File: config.mk
export PLATFORM = sky130hd
export DESIGN_NAME = timer99_ctrl
export DESIGN_NICKNAME = d
export VERILOG_FILES = /design/src/rtl/timer99_ctrl.sv
export SDC_FILE = /design/constraint.sdc
export NUM_CORES = 1
export LEC_CHECK = 0
export ABC_AREA = 0
export CORE_ASPECT_RATIO = 1.25
export CORE_UTILIZATION = 45
export DETAILED_ROUTE_END_ITERATION = 10
export GPL_TIMING_DRIVEN = 0
export MAX_ROUTING_LAYER = met4
export PLACE_DENSITY_LB_ADDON = 0.3
export SLEW_MARGIN = 40
export SYNTH_ARGS = -nofsm -noshare
export SYNTH_HDL_FRONTEND = slang
export SYNTH_SLANG_ARGS = --single-unit
File: constraint.sdc
create_clock -name clk -period 2.7 [get_ports clk]
set_input_delay 0.405 -clock clk [delete_from_list [all_inputs] [get_ports clk]]
set_output_delay 0.405 -clock clk [all_outputs]
set_load 0.01 [all_outputs]
File: src/rtl/timer99_ctrl.sv
// Two-button 0..99 countdown timer feeding the two-digit 7-segment decoder.
// Optional DONE-state display blinking is built when TIMER99_BLINK_EN is defined.
module timer99_ctrl #(
   parameter int TICK_DIV  = 50_000_000,
   parameter int INIT_VAL  = 99,
   parameter int BLINK_DIV = 25_000_000
) (
   input  logic       clk,
   input  logic       rst_n,
   input  logic       key_start_n,
   input  logic       key_load_n,
   input  logic [6:0] load_val,
   output logic [7:0] data,
   output logic       running,
   output logic       done
);

   localparam int PW = $clog2(TICK_DIV);
   localparam logic [PW-1:0] TICK_LAST = PW'(TICK_DIV - 1);
   localparam logic [6:0] INIT_CNT = 7'(INIT_VAL);

   typedef enum logic [1:0] {IDLE, RUN, PAUSE, DONE} state_t;

   state_t state, state_nx;
   logic [6:0] count, count_nx, reload, reload_nx, lv;
   logic [PW-1:0] presc, presc_nx;
   logic start_s1, start_s2, start_prev;
   logic load_s1, load_s2, load_prev;
   logic start_press, load_press;
   logic blank;
   logic [7:0] data_nx;

   // Buttons are asynchronous: two sync flops, then a previous-level flop to find the press edge.
   always_ff @(posedge clk or negedge rst_n) begin
      if (!rst_n) begin
         start_s1   <= 1'b1;
         start_s2   <= 1'b1;
         start_prev <= 1'b1;
         load_s1    <= 1'b1;
         load_s2    <= 1'b1;
         load_prev  <= 1'b1;
      end else begin
         start_s1   <= key_start_n;
         start_s2   <= start_s1;
         start_prev <= start_s2;
         load_s1    <= key_load_n;
         load_s2    <= load_s1;
         load_prev  <= load_s2;
      end
   end

   assign start_press = start_prev & ~start_s2;
   assign load_press  = load_prev & ~load_s2;
   assign lv          = (load_val > 7'd99) ? 7'd99 : load_val;

   always_ff @(posedge clk or negedge rst_n) begin
      if (!rst_n) begin
         state  <= IDLE;
         count  <= INIT_CNT;
         reload <= INIT_CNT;
         presc  <= '0;
      end else begin
         state  <= state_nx;
         count  <= count_nx;
         reload <= reload_nx;
         presc  <= presc_nx;
      end
   end

   // Load has priority over start; otherwise each state reacts to a start press or a tick.
   always_comb begin
      state_nx  = state;
      count_nx  = count;
      reload_nx = reload;
      presc_nx  = presc;
      if (load_press) begin
         state_nx  = IDLE;
         count_nx  = lv;
         reload_nx = lv;
         presc_nx  = '0;
      end else begin
         case (state)
            IDLE: begin
               if (start_press) begin
                  state_nx = RUN;
                  presc_nx = '0;
               end
            end
            RUN: begin
               if (start_press) begin
                  state_nx = PAUSE;
               end else if (count == 7'd0) begin
                  state_nx = DONE;
               end else if (presc == TICK_LAST) begin
                  presc_nx = '0;
                  count_nx = count - 7'd1;
                  if (count == 7'd1) begin
                     state_nx = DONE;
                  end
               end else begin
                  presc_nx = presc + PW'(1);
               end
            end
            PAUSE: begin
               if (start_press) begin
                  state_nx = RUN;
               end
            end
            DONE: begin
               count_nx = 7'd0;
               if (start_press) begin
                  state_nx = IDLE;
                  count_nx = reload;
               end
            end
            default: begin
               state_nx = IDLE;
            end
         endcase
      end
   end

`ifdef TIMER99_BLINK_EN
   localparam int BW = (BLINK_DIV > 1) ? $clog2(BLINK_DIV) : 1;
   localparam logic [BW-1:0] BLINK_LAST = BW'(BLINK_DIV - 1);

   logic [BW-1:0] blink_cnt, blink_cnt_nx;
   logic phase, phase_nx;

   // Phase only advances while staying in DONE, so entry starts unblanked and exit clears it.
   always_comb begin
      blink_cnt_nx = '0;
      phase_nx     = 1'b0;
      if (state == DONE && state_nx == DONE) begin
         if (blink_cnt == BLINK_LAST) begin
            phase_nx = ~phase;
         end else begin
            blink_cnt_nx = blink_cnt + BW'(1);
            phase_nx     = phase;
         end
      end
   end

   always_ff @(posedge clk or negedge rst_n) begin
      if (!rst_n) begin
         blink_cnt <= '0;
         phase     <= 1'b0;
      end else begin
         blink_cnt <= blink_cnt_nx;
         phase     <= phase_nx;
      end
   end

   assign blank = (state_nx == DONE) & phase_nx;
`else
   assign blank = 1'b0;
`endif

   assign data_nx = blank ? 8'hFF : {1'b0, count_nx};

   // Outputs are registered from next-state values so they change on the same edge as state.
   always_ff @(posedge clk or negedge rst_n) begin
      if (!rst_n) begin
         data    <= {1'b0, INIT_CNT};
         running <= 1'b0;
         done    <= 1'b0;
      end else begin
         data    <= data_nx;
         running <= (state_nx == RUN);
         done    <= (state_nx == DONE);
      end
   end

endmodule

==> results by group <==
Run status
  – Status: finished clean

Setup path
  – Flop2flop setup slack: 210 ps
  – Crit. End Element: flip-flop
  – Startpoint Class: flip-flop
  – Crit path kind: reg2reg
  – CP Max Fanout: 10
  – Crit path DAT: 2680 ps
  – Critical path required time: 2890 ps

Global route
  – Met1 global-route usage: 25.5%
  – Gr ovfl total: 0
  – Met3 Resource Use GR: 2.80%
  – GRT Total Usage: 21.4%
  – Pin count of the biggest net entering global routing: 30
  – Initial antenna violation count: 0
  – Vias in the first global route: 2364
  – Grt peak-use layer: met2
  – First-pass GRT wire length: 10800 µm
  – Met2 Use GR: between 30% and 40%

Clock network
  – Post-CTS setup buffers: 0
  – Clk Latency, worst-skew pair: 310 ps
  – # resized after CTS: 0
  – Clk root buf: clkbuf_8
  – Clock slew at reported path FFs: 100 ps
  – Clk sinks: 50
  – CTS Buf Count: 5
  – H-Tree Depth: 2
  – Hold-fix buffers, CTS: 1
  – Maximum buffer depth of the clock tree: 2
  – CTS tree: yes

STA
  – Fin worst setup slack: 206 ps
  – Final setup viols: 0
  – Post-layout min period: about 2500 ps
  – Fin. Hold Viols: 0
  – Worst Tran Pin Value: 728 ps
  – Max-slew headroom: 51.4%
  – RSZ-0062 raised after global routing: no
  – Final period util: 92.4%
  – Final Max Slew Viols: 0
  – Fmax: 401 MHz
  – Skew final: 9.58 ps
  – Total Neg Setup Slack: 0 ps

Route
  – WL final: 6350 µm
  – Via/cell ratio: 5.84
  – Drt initial violations: 136
  – DRC viols: 0
  – DR WL/cell: 15.5 µm
  – Final ANT Viol Nets: 0
  – Detailed Routing Iterations Pass 1: 4
  – DR vias: 2400

Power
  – Total power: 2.20 mW
  – Pwr/cell area: 686 nW/µm²
  – Leak pwr: 1.33 nW
  – Max rail drop VDD: 0.000290 V

Die
  – FP Rows: 31
  – Io pins: 21
  – Die Span Y: 89.7 µm
  – Initial core utilization: 47.3%
  – Die width: 72.2 µm
  – DIE AREA: 6480 µm²
  – Total core area: roughly 5900 µm²

Logic synthesis
  – Synth Flop Type: dfrtp_1
  – Synth unique cells: 51
  – Top-count cell post-synth: nand2_1
  – Sequential share of the synthesized area: 45.8%
  – Mapped Cells: 300
  – Post-synth top area share: 32.5%
  – Post-synth top cells: nand2_1, dfrtp_1, nand3_1
  – Yosys warnings: 0
  – Syn_area_per_cell: 9.23 µm²
  – EDFF count, synth: 0
  – Post-Syn Nets: ~320
  – Synth area leader: dfrtp_1
  – Mapped cell area: around 2800 µm²
  – Synth top area cells: dfrtp_1, dfstp_2, nand2_1, a31oi_1, nand3_1
  – Post-synthesis register bit count: 50
  – Post-synth ARST share: 100%

Job
  – Max_cap viols: 0

Placed design
  – Placer's final routability congestion estimate: 0.922
  – Count of input and output buffers: 19
  – Final HPWL DP: 4580 µm
  – Placed Instances: 402
  – DP Area: just over 3000 µm²
  – Setup WS pre-CTS: 228 ps

Final layout
  – Layout Nets: 343
  – Area growth syn-to-layout: 15.9%
  – Non-Filler Instances: 411
  – Share of cells above drive strength 1: between 10 and 15%
  – Ant. Diodes: 0
  – Final Instance Area: 3210 µm²

Hold path
  – Min-Delay Path Class: reg2reg
[final timing paths]
kind	from	to	depth (start not counted)
max in group asynchronous	rst_n	data[5]$_DFFE_PN1P_	3
min in group asynchronous	rst_n	done$_DFF_PN0_	2
max reg2reg	data[0]$_DFFE_PN1P_	presc[22]$_DFFE_PN0P_	10
min	start_s1$_DFF_PN1_	start_s2$_DFF_PN1_	0
min reg2reg	start_s1$_DFF_PN1_	start_s2$_DFF_PN1_	0
max	data[0]$_DFFE_PN1P_	presc[22]$_DFFE_PN0P_	10
[cells by family after synthesis]
family	synth area share (%)
flip-flops	45.8
multiplexers	1.17
buffers and inverters	3.66
other	0.135
adder cells (fa/ha/maj)	1.81
XOR/XNOR	2.85
AND/OR/NAND/NOR	27.6
AO/OA/AOI/OAI	16.9
[sequential cells by signal, indices dropped and copies added, names as in the netlist]
name and cells:
presc 26, data 7, reload 7, state 2, done 1, load_prev 1
load_s1 1, load_s2 1, running 1, start_prev 1, start_s1 1, start_s2 1
[final cells by class]
class	instances	area (µm²)
clock inverter	2	37.5
tap	82	103
fill	544	2650
timing repair buffer	21	218
sequential	50	1270
multi-input combinational	232	1410
clock buffer	6	72.6
buffer	14	86.3
inverter	4	15.0
[layout by cell type (no fill, tap or decap), types with 3 or more instances in the layout]
master / count
nand4_1: 7
nand3_1: 18
nor2b_1: 5
ha_1: 4
buf_2: 6
a31oi_1: 16
or4_1: 4
nand2_1: 52
o21ai_0: 9
a211oi_1: 3
clkbuf_1: 5
o31ai_1: 3
or3_1: 5
nor2_1: 17
buf_6: 3
and3_1: 8
nand2b_1: 10
clkbuf_8: 5
nor3_1: 3
dfstp_2: 14
a32oi_1: 4
dfrtp_1: 36
clkdlybuf4s50_1: 18
and4_1: 4
a2111oi_0: 4
and2_1: 4
a21oi_1: 14
xnor2_1: 9
inv_1: 4
[worst max-delay path: stages, from the launching register on]
cell	delay (ps)
dfstp_2	610
inv_1	80
ha_1	190
nor2b_1	160
a211o_1	310
buf_6	140
and2_4	130
buf_6	130
nor2_2	260
buf_2	280
nor2_1	80
[power breakdown]
| group | internal [mW] | switching (mW) | total [mW] |
|---|---|---|---|
| sequential | 0.859 | 0.0889 | 0.948 |
| clock | 0.277 | 0.252 | 0.529 |
| combinational | 0.312 | 0.414 | 0.726 |
[per-stage QoR]
step	util (%)	hold slack [ps]
floorplan	-	109
global placement	52.3	347
detailed placement	52.8	314
CTS	54.8	355
global route	54.8	356
finish	54.8	351
[metal layers]
metal  wire (µm)  up-vias
met1        2800     1187
met5           0        -
li1            -     1156
met4         111        0
met3         196       10
met2        3250       47
Power figures use the tool's default switching activity.
